$ cat src/rtl/issue_hazard_ctrl_pkg.sv
// Shared LC-3b types for the issue/hazard controller.
//   lc3b_reg      : 3-bit architectural register index (R0..R7)
//   issue_state_t : issue FSM states (RUN, BR_WAIT, FLUSH)
package lc3b_types;

    typedef logic [2:0] lc3b_reg;

    typedef enum logic [1:0] {
        RUN     = 2'd0,
        BR_WAIT = 2'd1,
        FLUSH   = 2'd2
    } issue_state_t;

endpackage

$ cat src/rtl/issue_hazard_ctrl_sat_counter16.sv
// Saturating 16-bit event counter.
//   clk   : clock, count updates on posedge
//   reset : asynchronous active-high clear
//   inc   : add one this cycle (ignored once the counter reaches 16'hFFFF)
//   count : current count
module sat_counter16 (
    input  logic        clk,
    input  logic        reset,
    input  logic        inc,
    output logic [15:0] count
);

    logic [15:0] count_q;
    logic [15:0] count_d;

    always_comb begin
        count_d = count_q;
        if (inc && (count_q != 16'hFFFF)) begin
            count_d = count_q + 16'd1;
        end
    end

    always_ff @(posedge clk or posedge reset) begin
        if (reset) begin
            count_q <= 16'd0;
        end else begin
            count_q <= count_d;
        end
    end

    assign count = count_q;

endmodule

$ cat src/rtl/issue_hazard_ctrl.sv
// In-order issue control with scoreboard hazard detection and branch wait/flush.
//   clk, reset             : clock and asynchronous active-high reset
//   valid_in               : decoded instruction present
//   src1/src2, *_use       : source registers and whether each is read
//   dest, dest_write       : destination register and whether it is written
//   is_branch              : instruction is control flow
//   br_resolved, br_taken  : outstanding branch resolved this cycle / was taken
//   mem_miss               : cache miss pending, freezes issue and branch countdown
//   sb_ready               : per-register value-available bits
//   issue, issue_dest      : instruction issues this cycle / its destination
//   stall                  : hold fetch/decode
//   flush                  : squash younger instructions (registered)
//   br_stall_count         : branch-wait counter
//   stall_cycles           : saturating count of stalled cycles
module issue_hazard_ctrl
    import lc3b_types::*;
#(
    parameter logic [1:0] BR_STALL_INIT = 2'd3
) (
    input  logic        clk,
    input  logic        reset,
    input  logic        valid_in,
    input  lc3b_reg     src1,
    input  lc3b_reg     src2,
    input  logic        src1_use,
    input  logic        src2_use,
    input  lc3b_reg     dest,
    input  logic        dest_write,
    input  logic        is_branch,
    input  logic        br_resolved,
    input  logic        br_taken,
    input  logic        mem_miss,
    input  logic [7:0]  sb_ready,
    output logic        issue,
    output lc3b_reg     issue_dest,
    output logic        stall,
    output logic        flush,
    output logic [1:0]  br_stall_count,
    output logic [15:0] stall_cycles
);

    issue_state_t state_q;
    logic [1:0]   br_cnt_q;
    logic         flush_q;
    logic         hazard;

    // RAW on either source, WAW on the destination.
    always_comb begin
        hazard = (src1_use   & ~sb_ready[src1]) |
                 (src2_use   & ~sb_ready[src2]) |
                 (dest_write & ~sb_ready[dest]);
    end

    always_comb begin
        issue = (state_q == RUN) & valid_in & ~hazard & ~mem_miss & ~reset;
        stall = (state_q != RUN) | (valid_in & ~issue);
    end

    assign issue_dest     = dest;
    assign flush          = flush_q;
    assign br_stall_count = br_cnt_q;

    always_ff @(posedge clk or posedge reset) begin
        if (reset) begin
            state_q  <= RUN;
            br_cnt_q <= 2'd0;
            flush_q  <= 1'b0;
        end else begin
            flush_q <= 1'b0;
            unique case (state_q)
                RUN: begin
                    // br_resolved here belongs to an older branch and is ignored.
                    if (issue && is_branch) begin
                        state_q  <= BR_WAIT;
                        br_cnt_q <= BR_STALL_INIT;
                    end
                end
                BR_WAIT: begin
                    if (br_resolved) begin
                        br_cnt_q <= 2'd0;
                        if (br_taken) begin
                            state_q <= FLUSH;
                            flush_q <= 1'b1;
                        end else begin
                            state_q <= RUN;
                        end
                    end else if (!mem_miss && (br_cnt_q != 2'd0)) begin
                        br_cnt_q <= br_cnt_q - 2'd1;
                    end
                end
                FLUSH: begin
                    state_q <= RUN;
                end
                default: begin
                    state_q  <= RUN;
                    br_cnt_q <= 2'd0;
                end
            endcase
        end
    end

    sat_counter16 u_stall_stat (
        .clk   (clk),
        .reset (reset),
        .inc   (stall),
        .count (stall_cycles)
    );

endmodule

$ cat config.mk
export PLATFORM = sky130hd
export DESIGN_NAME = issue_hazard_ctrl
export DESIGN_NICKNAME = d
export VERILOG_FILES = /design/src/rtl/issue_hazard_ctrl_pkg.sv /design/src/rtl/issue_hazard_ctrl_sat_counter16.sv /design/src/rtl/issue_hazard_ctrl.sv
export SDC_FILE = /design/constraint.sdc
export NUM_CORES = 1
export LEC_CHECK = 0
export CORE_MARGIN = 2
export CORE_UTILIZATION = 35
export CTS_BUF_LIST = sky130_fd_sc_hd__clkbuf_4 sky130_fd_sc_hd__clkbuf_8
export DETAILED_ROUTE_END_ITERATION = 16
export GPL_ROUTABILITY_DRIVEN = 0
export HOLD_SLACK_MARGIN = 0.15
export PLACE_DENSITY = 0.73
export SLEW_MARGIN = 5
export SYNTH_ARGS = -nofsm -noshare
export SYNTH_HDL_FRONTEND = slang
export SYNTH_SLANG_ARGS = --single-unit
$ cat constraint.sdc
create_clock -name clk -period 8.4 [get_ports clk]
set_clock_uncertainty 0.2 [all_clocks]
set_input_delay 2.52 -clock clk [delete_from_list [all_inputs] [get_ports clk]]
set_output_delay 2.52 -clock clk [all_outputs]
set_load 0.05 [all_outputs]
Yosys cells after proc, flatten, opt, wreduce, memory -nomap -nowiden
Index checks and enable logic that the tools add are counted.
- register bits: 21
- latch bits: 0
- memory bits (writable): 0
- memory bits (read-only): 0
- input port bits: 27
- output and inout port bits: 24
- logic and storage cells: 60
- memories: 0
- add/sub/neg operators: 2
- multipliers: 0
- divide/modulo/power cells: 0
- magnitude comparators: 3
- eq/ne operators: 6
- shifts and indexed selects: 0
- multiplexer cells: 17
- bitwise operators: 19
- reductions and logical operators: 9
- operator list (operator ; number):
    adder 16 x 1 -> 16 bit, second input constant ; 1
    != test 16 bit, second input constant ; 1
    < comparator 3 x 4 -> 1 bit, second input constant ; 3
    two-way mux 2 bit ; 6
    binary-select mux 1 bit (select 3 bit) ; 3
    bitwise AND 1 bit ; 8
    inverter 1 bit ; 8
    two-way mux 1 bit ; 6
    case mux 2 bit (3 select lines) ; 1
    case mux 2 bit (2 select lines) ; 1
    nonzero test 2 bit ; 2
    logical AND 1 bit ; 3
    != test 3 bit, second input constant ; 1
    bitwise OR 1 bit ; 3
    AND reduction 3 bit ; 1
    equality test 2 x 1 -> 1 bit, second input constant ; 1
    equality test 2 bit, second input constant ; 1
    zero test 2 bit ; 1
    != test 2 x 1 -> 1 bit, second input constant ; 1
    != test 2 bit, second input constant ; 1
    AND reduction 2 bit ; 1
    subtractor 2 x 1 -> 2 bit, second input constant ; 1
    zero test 1 bit ; 1

Logic depth before layout (Yosys ltp)
Gate-level depths: netlist (run 1).
- depth after elaboration: 14
- gate-level depth with buffers: 8
- gate-level depth less buffers: 7

Modules after synthesis
Synthesis (run 1) repeated with hierarchy kept, for this count alone.
- cells, all modules: 121
- area, all modules: 1323.8 um^2
- by module, submodules not included (module ; times used ; cells an instance ; area each (um^2) ; seq. area each (um^2)):
    sat_counter16 ; 1 ; 71 ; 805.8 ; 400.4
    issue_hazard_ctrl ; 1 ; 50 ; 518.0 ; 125.1

Worst setup path after synthesis (run 1)
No wires, ideal clock.
- path type: input to output
- start point: input port src2[2]
- end point: output port issue
- data arrival time: 4.369 ns
- data required time: 5.680 ns
- path slack: 1.311 ns
- stages: 7
- path buffers: 2
- path through: buf_2 mux2i_1 mux4_2 nand2_1 o2111ai_4 buf_2 nor2_1
- word-level cells in the longest chain between the ends: 10
- ends and longest elaborated chain (element ; line ; RTL):
    start, declared ; issue_hazard_ctrl.sv:24 ; input lc3b_reg src2,
    binary-select mux 1 bit (select 3 bit) ; issue_hazard_ctrl.sv:50 ; (src2_use & ~sb_ready[src2]) |
    two-way mux 1 bit (not written as such) ; issue_hazard_ctrl.sv:50 ;
    inverter 1 bit ; issue_hazard_ctrl.sv:50 ;
    bitwise AND 1 bit ; issue_hazard_ctrl.sv:50 ;
    bitwise OR 1 bit ; issue_hazard_ctrl.sv:49 ; hazard = (src1_use & ~sb_ready[src1]) |
    bitwise OR 1 bit ; issue_hazard_ctrl.sv:50 ;
    inverter 1 bit ; issue_hazard_ctrl.sv:55 ; issue = (state_q == RUN) & valid_in & ~hazard & ~mem_miss & ~reset;
    bitwise AND 1 bit (3 in series) ; issue_hazard_ctrl.sv:55 ;
    end, declared ; issue_hazard_ctrl.sv:34 ; output logic issue,
No other way between the ends. The select of a mux whose other input is x is not followed.

Worst setup path in the final report (run 1)
- start point: input port src1[2]
- end point: output port stall
- word-level cells in the longest chain between the ends: 13
- ends and longest elaborated chain (element ; line ; RTL):
    start, declared ; issue_hazard_ctrl.sv:23 ; input lc3b_reg src1,
    binary-select mux 1 bit (select 3 bit) ; issue_hazard_ctrl.sv:49 ;
    two-way mux 1 bit (not written as such) ; issue_hazard_ctrl.sv:49 ;
    inverter 1 bit ; issue_hazard_ctrl.sv:49 ;
    bitwise AND 1 bit ; issue_hazard_ctrl.sv:49 ;
    bitwise OR 1 bit ; issue_hazard_ctrl.sv:49 ;
    bitwise OR 1 bit ; issue_hazard_ctrl.sv:50 ;
    inverter 1 bit ; issue_hazard_ctrl.sv:55 ;
    bitwise AND 1 bit (3 in series) ; issue_hazard_ctrl.sv:55 ;
    inverter 1 bit ; issue_hazard_ctrl.sv:56 ; stall = (state_q != RUN) | (valid_in & ~issue);
    bitwise AND 1 bit ; issue_hazard_ctrl.sv:56 ;
    bitwise OR 1 bit ; issue_hazard_ctrl.sv:56 ;
    end, declared ; issue_hazard_ctrl.sv:36 ; output logic stall,
No other way between the ends. The select of a mux whose other input is x is not followed.

==> results of run 1 <==
-- worst reg2reg max path: cells and delay by family (launching register included) --
kind            cells  cell delay (ns)
mux                 1             0.34
simple gates        2             0.68
buf+inv             1             0.24
flops               1             0.43
compound gates      1             0.25
-- cells in the mapped netlist --
master / count
clkbuf_1: 1
nor4_2: 1
buf_2: 3
mux4_2: 2
a2111oi_0: 1
nand2_1: 8
or3b_1: 1
and2_1: 2
nand2b_1: 3
or3_1: 1
nor2b_1: 1
mux2_2: 4
nor4_1: 1
mux2i_1: 11
dfrtp_1: 21
nor3_1: 1
nand3_1: 5
xnor2_1: 14
o31a_1: 1
nand4_1: 11
nor2_1: 5
o31ai_1: 1
o2111ai_4: 1
and3_1: 10
buf_4: 3
o32ai_1: 1
inv_1: 7
nor3b_1: 3
o21ai_0: 2
ha_1: 2
-- cell type report --
cell class / instances / area, um^2 / share of cell area, %
Inverter: 7 / 26.3 / 1.39
Sequential cell: 21 / 526 / 27.8
Multi-Input combinational cell: 93 / 722 / 38.2
Tap cell: 48 / 60.1 / 3.18
Timing Repair Buffer: 51 / 508 / 26.9
Clock buffer: 4 / 48.8 / 2.58
-- per-stage QoR --
stage	utilization [%]	power, mW	instance area (um^2)	setup slack [ns]	hold slack [ns]
after floorplan	-	0.249	1320	1.31	0.369
after global placement	50.7	0.309	1840	0.685	0.287
after detailed placement	50.7	0.312	1840	0.591	0.296
after CTS	52.0	0.382	1890	0.578	0.308
after global routing	52.0	0.399	1890	0.460	0.335
final	52.0	0.380	1890	0.580	0.310
-- how the worst max path moves through the flow --
stage                     cells past startpoint  slack (ns)     to
after floorplan                               7        1.31  issue
after global placement                        7        0.68  stall
after detailed placement                      7        0.59  stall
after CTS                                     7        0.58  stall
after global routing                          7        0.46  stall
final                                         7        0.58  stall
-- power by group --
part | switching, mW | internal (mW) | leakage (nW) | total [mW]
logic | 0.103 | 0.0689 | 0.524 | 0.172
clock network | 0.0332 | 0.0370 | 0.0262 | 0.0703
registers | 0.0186 | 0.119 | 0.267 | 0.138
total | 0.155 | 0.225 | 0.817 | 0.380
-- cell families (layout without fill, tap and decap cells) --
group | after synthesis | in the layout
xor+xnor | 14 | 14
buf+inv | 14 | 62
fa+ha+maj | 2 | 2
mux | 17 | 17
compound gates | 7 | 7
simple gates | 53 | 53
flops | 21 | 21
-- state kept, by name (all words and copies together) (netlist names) --
register	count
u_stall_stat.count	16
br_stall_count	2
state_q	2
flush	1
-- cell usage in the layout (no fill, tap or decap), drive strengths merged, types with 2 or more instances in the layout --
master         count
nor2               5
xnor2             14
dfrtp             21
ha                 2
nor3b              3
o21ai              2
nand2b             3
nand3              5
mux2i             11
and3              10
nand4             11
mux4               2
nand2              8
inv                7
clkbuf             4
nor4               2
clkdlybuf4s50     50
mux2               4
and2               2
-- routing by layer --
metal	global-route usage (%)	vias up	routed length, um
met4	4.95	0	38
met2	25.9	45	1450
met1	19.5	543	1320
li1	-	556	-
met3	4.45	6	236
met5	0	-	0
==> metrics.md, run 1 <==
| Metric | Value |
|---|---|
| Max_cap viols | `0` |
| CTS tree | `yes` |
| Sequential area share after synthesis | `40.0%` |
| Layout Nets | `206` |
| DR iter-0 viols | `62` |
| Global-route usage over all layers | `15.6%` |
| FF-to-FF End | `u_stall_stat.count[1]` |
| Worst-path clk slew | `0.08 ns` |
| I/O pins | `51` |
| First-pass GRT wire length | `5220 um` |
| Synth Area in XOR/XNOR | `9.32%` |
| Die height | `65.3 um` |
| Synth area leaders | `dfrtp_1 40%, xnor2_1 9.3%, mux2i_1 8.4%, nand4_1 5.2%, and3_1 4.8%` |
| CP Max Fanout | `7` |
| Critical Path End Type | `output port` |
| Synthesized area | `1320 um^2` |
| Max Fclk | `128 MHz` |
| Pwr dens | `201 nW/um^2` |
| ANT cells | `0` |
| Yosys warns | `0` |
| Final Max Slew Viols | `0` |
| Crit Path Class | `primary input to output port` |
| Cell family with most CP delay | `buffers and inverters` |
| Antenna Nets Post-Route | `0` |
| FP Rows | `22` |
| Tightest Pin Transition | `0.798 ns` |
| H-tree depth | `1` |
| RSZ-0062 raised after global routing | `false` |
| Number of global-route vias before repair | `1,173` |
| Post-cts hold buffer count | `0` |
| Post-synthesis cell type count | `30` |
| Post-synthesis mux area share | `15.2%` |
| DP Cell Count | `220` |
| Final Setup Violations | `0` |
| Post-synthesis adder-cell area fraction | `1.90%` |
| Top cell type by total area after synthesis | `dfrtp_1` |
| Placed wire-length estimate | `2480 um` |
| Initial antenna violation count | `0` |
| Postcts setup bufs | `0` |
| Setup TNS | `0 ns` |
| Cells after Synth | `128` |
| # DRC | `0` |
| Path depth of the worst reg2reg path | `5` |
| Critical path startpoint | `src1[2]` |
| Reg2reg start | `state_q[0]` |
| Share of the synthesized area in the top cell type | `40.0%` |
| CTS max path bufs | `2` |
| Crit start category | `primary input` |
| Largest family of logic cells by synthesized area | `simple AND/OR/NAND/NOR gates` |
| Placeable core region | `3630 um^2` |
| Total number of vias | `1,150` |
| Hold Crit Depth | `1` |
| Max rail drop VDD | `0.0807 mV` |
| CTS Sinks | `21` |
| Post_cts resized | `0` |
| Crit-path cells | `clkdlybuf4s50_1 -> mux2_2 -> nor3b_1 -> nor4_2 -> o2111ai_4 -> and2_1 -> clkdlybuf4s50_1` |
| Outcome | `finished, final reports clean` |
| CP max stage delay | `0.79 ns` |
| Routed WL per cell | `13.6 um` |
| Num CTS Buffers | `3` |
| R2r setup slk | `6.15 ns` |
| Port Buffers | `50` |
| Worst rel slew slack | `46.8%` |
| Total gr overflow | `0` |
| Post-route insts no fill | `224` |
| Layout area overhead | `43.8%` |
| # fillers | `346` |
| Hold_sp | `u_stall_stat.count[9]` |
| Buf/Inv on CP | `2` |
| Die area | `4260 um^2` |
| Post-DR vias/cell | `5.13` |
| Mean post-synth cell area | `10.3 um^2` |
| Overall routed net length | `3050 um` |
| Compound-cell area share of the yosys netlist | `5.33%` |
| Fin crit period | `7.82 ns` |
| Worst Hold Path EP | `u_stall_stat.count[9]` |
| CP dominant cell by count | `clkdlybuf4s50_1` |
| Later-pin clock latency in the skew report | `0.26 ns` |
| Hold/Removal Path Class | `register to register` |
| Slowest stage cell on the critical path | `clkdlybuf4s50_1` |
| Largest net degree at the start of global routing | `22` |
| WP data required | `5.68 ns` |
| Synth Register Bits | `21` |
| Leakage | `0.817 nW` |
| CP arrival | `5.10 ns` |
| Die Wd | `65.3 um` |
| Share of post-route cells with drive strength above 1 | `7.39%` |
| CTS root buf | `clkbuf_8` |
| Hold Violations, Final | `0` |
| DR pass1 iterations | `4` |
| Simple-gate portion of the synthesized area | `23.1%` |
| Initial Utilization | `36.2%` |
| Period utilisation layout | `93.1%` |
| Syn_nets | `157` |
No activity file was read; power rests on OpenSTA's default activity.
==> inputs of run 2 (changes only) <==
- GPL_TIMING_DRIVEN: not set -> 0
- REMOVE_ABC_BUFFERS: not set -> 1
==> run 2 against run 1 <==
Compared with the run above:
- sequential cell count did not move
- register-to-register slack barely moved
- fmax fell by 2.7%
- sequential share of layout area rose by 0.15 points
==> metrics.md, run 2 (synthesis results as in run 1) <==
| Metric | Value |
|---|---|
| Outcome | `finished, final reports clean` |
| Global Route met3 Usage | `3.08%` |
| Total number of vias | `1,173` |
| P_int | `221 uW` |
| Hold_sp | `u_stall_stat.count[9]` |
| Fin area | `1880 um^2` |
| CTS tree | `yes` |
| # DRC | `0` |
| Hold Violations, Final | `0` |
| Final Max Slew Viols | `0` |
| Largest net degree at the start of global routing | `22` |
| Later-pin clock latency in the skew report | `0.26 ns` |
| Reg2reg start | `state_q[0]` |
| # fillers | `356` |
| FP Rows | `22` |
| Setup TNS | `0 ns` |
| Max Fclk | `124 MHz` |
| ANT cells | `0` |
| DR iter-0 viols | `63` |
| I/O pins | `51` |
| Overall routed net length | `3140 um` |
| Crit Path Class | `primary input to output port` |
| Critical path startpoint | `src1[2]` |
| Tightest Pin Transition | `0.785 ns` |
| CTS root buf | `clkbuf_8` |
| Layout area overhead | `43.0%` |
| Crit start category | `primary input` |
| First-pass GRT wire length | `5460 um` |
| Commonest non-fill, non-tap cell in the layout | `clkdlybuf4s50_1` |
| CTS Sinks | `21` |
| Fin crit period | `8.04 ns` |
| Period utilisation layout | `95.7%` |
| Hold/Removal Path Class | `register to register` |
| Num CTS Buffers | `3` |
| Post-cts hold buffer count | `0` |
| Power share of the combinational group | `45.4%` |
| Sw frac | `41.2%` |
| Die area | `4260 um^2` |
| CP Max Fanout | `19` |
| Post-DR vias/cell | `5.26` |
| Placed wire-length estimate | `2480 um` |
| Antenna Nets Post-Route | `0` |
| Layout Nets | `205` |
| Die height | `65.3 um` |
| Clk pwr share | `17.7%` |
| Pwr dens | `200 nW/um^2` |
| Placeable core region | `3630 um^2` |
| M1 GR Usage | `19.4%` |
| Worst rel slew slack | `47.6%` |
| Postcts setup bufs | `0` |
| Initial antenna violation count | `0` |
| Leakage | `0.812 nW` |
| Global-route usage over all layers | `16.1%` |
| CP arrival | `5.32 ns` |
| Routed WL per cell | `14.1 um` |
| Port Buffers | `50` |
| Number of global-route vias before repair | `1,268` |
| Busiest layer in global routing | `met2` |
| Die Wd | `65.3 um` |
| Total gr overflow | `0` |
| Share of post-route cells with drive strength above 1 | `6.86%` |
| Max reg flops | `16` |
| Max rail drop VDD | `0.0770 mV` |
| H-tree depth | `1` |
| Worst-path clk slew | `0.07 ns` |
| Final Setup Violations | `0` |
| DR pass1 iterations | `4` |
| RSZ-0062 raised after global routing | `false` |
| Post_cts resized | `0` |
| Most frequent cells in the layout | `50 x clkdlybuf4s50_1, 21 x dfrtp_1, 14 x xnor2_1` |
| Met2 GRT Util | `27.9%` |
| CTS max path bufs | `2` |
| Total power draw | `376 uW` |
| Reg power frac | `36.9%` |
| Initial Utilization | `36.2%` |
| Psw | `155 uW` |
| Area after DPL | `1830 um^2` |
| Max_cap viols | `0` |
| R2r setup slk | `6.14 ns` |
| Critical Path End Type | `output port` |
| WP data required | `5.68 ns` |
-- run 2: cell count changes in the layout (fill, tap and decap cells not counted) --
cell and change:
buf_4 -1, clkbuf_4 -1, clkinv_2 +1
-- run 2: cell type report --
class | instances | area, um^2 | area share (%)
multi-input cells | 93 | 722 | 38.4
flip-flops and latches | 21 | 526 | 27.9
repair buffers | 50 | 500 | 26.6
well taps | 48 | 60.1 | 3.19
clock buffers | 3 | 41.3 | 2.20
inverters | 7 | 26.3 | 1.40
clock inverters | 1 | 5.00 | 0.266
-- run 2: stage by stage --
step | hold WS, ns | setup WS, ns | util [%] | instances
CTS | 0.316 | 0.335 | 51.8 | 223
finish | 0.310 | 0.364 | 51.8 | 223
global placement | 0.289 | 0.416 | 50.5 | 219
global route | 0.328 | 0.199 | 51.8 | 223
floorplan | 0.369 | 1.54 | - | 121
detailed placement | 0.306 | 0.376 | 50.5 | 219
-- run 2: worst paths after layout --
kind	endpoint	depth (start not counted)
hold reg to reg	u_stall_stat.count[9]	1
max in group asynchronous	u_stall_stat.count[1]	2
hold / removal	u_stall_stat.count[9]	1
min in group asynchronous	br_stall_count[1]	2
setup reg to reg	u_stall_stat.count[1]	4
setup / recovery	stall	7
-- run 2: layer usage --
metal | share of wire, % | up-vias
met5 | 0 | -
met2 | 50 | 47
li1 | - | 555
met4 | 1.5 | 0
met3 | 6.2 | 4
met1 | 43 | 567
-- run 2: worst max-delay path: stages --
cell	delay, ns
clkdlybuf4s50_1	0.58
mux2_2	0.36
nor3b_1	0.26
nor4_2	0.10
o2111ai_4	0.47
and2_1	0.20
clkdlybuf4s50_1	0.81
-- run 2: power groups by stage --
stage / Clock, mW / Sequential, mW / Combinational, mW
floorplan: 0 / 0.198 / 0.0456
global placement: 0 / 0.140 / 0.168
detailed placement: 0 / 0.141 / 0.172
CTS: 0.0670 / 0.139 / 0.173
global route: 0.0728 / 0.142 / 0.181
finish: 0.0665 / 0.138 / 0.171
==> inputs of run 3 (changes only) <==
- CAP_MARGIN: not set -> 10
- MAX_ROUTING_LAYER: not set -> met4
==> run 3 against run 2 <==
Compared with the run above:
- die area is the same
- non-clock buffer count unchanged
- via count about the same
- critical endpoint unchanged
- cell count unchanged
- largest power group unchanged
==> metrics.md, run 3 (synthesis results as in run 1) <==
| Metric | Value |
|---|---|
| Die area | `4260 um^2` |
| Fin crit period | `8.04 ns` |
| Layout area overhead | `43.0%` |
| Crit Path Class | `primary input to output port` |
| Crit start category | `primary input` |
| H-tree depth | `1` |
| Final Max Slew Viols | `0` |
| Leakage | `0.812 nW` |
| Reg area | `526 um^2` |
| Psw | `155 uW` |
| Total gr overflow | `0` |
| Placed wire-length estimate | `2480 um` |
| Slowest stage cell on the critical path | `clkdlybuf4s50_1` |
| Number of global-route vias before repair | `1,268` |
| Die height | `65.3 um` |
| CTS root buf | `clkbuf_8` |
| Placeable core region | `3630 um^2` |
| Max rail drop VDD | `0.0771 mV` |
| # DRC | `0` |
| CTS max path bufs | `2` |
| Fin area | `1880 um^2` |
| Hold/Removal Path Class | `register to register` |
| Hold_sp | `u_stall_stat.count[9]` |
| Die Wd | `65.3 um` |
| Busiest layer in global routing | `met2` |
| M1 GR Usage | `19.6%` |
| Worst-path clk slew | `0.07 ns` |
| Largest net degree at the start of global routing | `22` |
| Hold Violations, Final | `0` |
| Critical Path End Type | `output port` |
| P_int | `221 uW` |
| Max Fclk | `124 MHz` |
| Buf/Inv on CP | `2` |
| DP Worst Slack | `0.376 ns` |
| Initial Utilization | `36.2%` |
| Area after DPL | `1830 um^2` |
| Total number of vias | `1,174` |
| Reg2reg start | `state_q[0]` |
| Final Setup Violations | `0` |
| Cell family with most CP delay | `buffers and inverters` |
| Port Buffers | `50` |
| RSZ-0062 raised after global routing | `false` |
| Setup TNS | `0 ns` |
| Setup ws final | `0.363 ns` |
| Outcome | `finished, final reports clean` |
| CP arrival | `5.32 ns` |
| DR iter-0 viols | `63` |
| Later-pin clock latency in the skew report | `0.26 ns` |
| # fillers | `356` |
| Critical path startpoint | `src1[2]` |
| FP Rows | `22` |
| CTS tree | `yes` |
| Worst rel slew slack | `47.6%` |
| Global Route met3 Usage | `2.74%` |
| Power share of the combinational group | `45.4%` |
| Routed WL per cell | `14.1 um` |
| Antenna Nets Post-Route | `0` |
| Sw frac | `41.2%` |
| DR pass1 iterations | `4` |
| Multi-input gate area | `722 um^2` |
| Global-route usage over all layers | `16.6%` |
| Post_cts resized | `0` |
| ANT cells | `0` |
| CP max stage delay | `0.81 ns` |
| Post-DR vias/cell | `5.26` |
| Reg power frac | `36.9%` |
| CTS Sinks | `21` |
| Post-cts hold buffer count | `0` |
| Met2 GRT Util | `27.9%` |
| Layout Nets | `205` |
| Clk pwr share | `17.7%` |
| Pwr dens | `200 nW/um^2` |
| First-pass GRT wire length | `5460 um` |
| Postcts setup bufs | `0` |
| I/O pins | `51` |
| Crit-path cells | `clkdlybuf4s50_1 -> mux2_2 -> nor3b_1 -> nor4_2 -> o2111ai_4 -> and2_1 -> clkdlybuf4s50_1` |
| Commonest non-fill, non-tap cell in the layout | `clkdlybuf4s50_1` |
| Period utilisation layout | `95.7%` |
| WP data required | `5.68 ns` |
| Most frequent cells in the layout | `50 x clkdlybuf4s50_1, 21 x dfrtp_1, 14 x xnor2_1` |
| Max_cap viols | `0` |
| Overall routed net length | `3130 um` |
| Share of post-route cells with drive strength above 1 | `6.86%` |
| Tightest Pin Transition | `0.786 ns` |
| Initial antenna violation count | `0` |
| CP Max Fanout | `19` |
| CP dominant cell by count | `clkdlybuf4s50_1` |
| Num CTS Buffers | `3` |
| Max reg flops | `16` |
[run 3: cell counts in the layout (fill, tap and decap cells not counted)]
Identical to the previous run, type by type.
[run 3: metal layers]
layer | part of all wire [%] | up-vias | wire length [um]
met3 | 5.7 | 4 | 179
met4 | 1.5 | 0 | 47
met5 | 0 | - | 0
met1 | 43 | 566 | 1350
li1 | - | 557 | -
met2 | 50 | 47 | 1560
[run 3: path summary, 6_finish.rpt]
check,slack [ns],end,cells past startpoint
setup / recovery,0.36,stall,7
hold / removal,0.31,u_stall_stat.count[9],1
setup reg to reg,6.14,u_stall_stat.count[1],4
hold reg to reg,0.31,u_stall_stat.count[9],1
max in group asynchronous,4.96,u_stall_stat.count[1],2
min in group asynchronous,2.54,br_stall_count[1],2
[run 3: power groups by stage]
stage | Combinational, mW | Clock [mW] | Sequential [mW]
2_1_floorplan | 0.0456 | 0 | 0.198
6_report | 0.171 | 0.0665 | 0.138
4_1_cts | 0.173 | 0.0670 | 0.139
3_3_place_gp | 0.168 | 0 | 0.140
3_5_place_dp | 0.172 | 0 | 0.141
5_1_grt | 0.181 | 0.0728 | 0.142
[run 3: through the flow]
step / total power, mW / util, % / std cells / hold WS, ns
2_1_floorplan: 0.243 / - / 121 / 0.369
3_3_place_gp: 0.308 / 50.5 / 219 / 0.289
3_5_place_dp: 0.313 / 50.5 / 219 / 0.306
4_1_cts: 0.379 / 51.8 / 223 / 0.316
5_1_grt: 0.397 / 51.8 / 223 / 0.328
6_report: 0.376 / 51.8 / 223 / 0.310
[run 3: cell type report]
class	instances	share of cell area (%)
Timing Repair Buffer	50	26.6
Inverter	7	1.40
Sequential cell	21	27.9
Clock inverter	1	0.266
Tap cell	48	3.19
Clock buffer	3	2.20
Multi-Input combinational cell	93	38.4
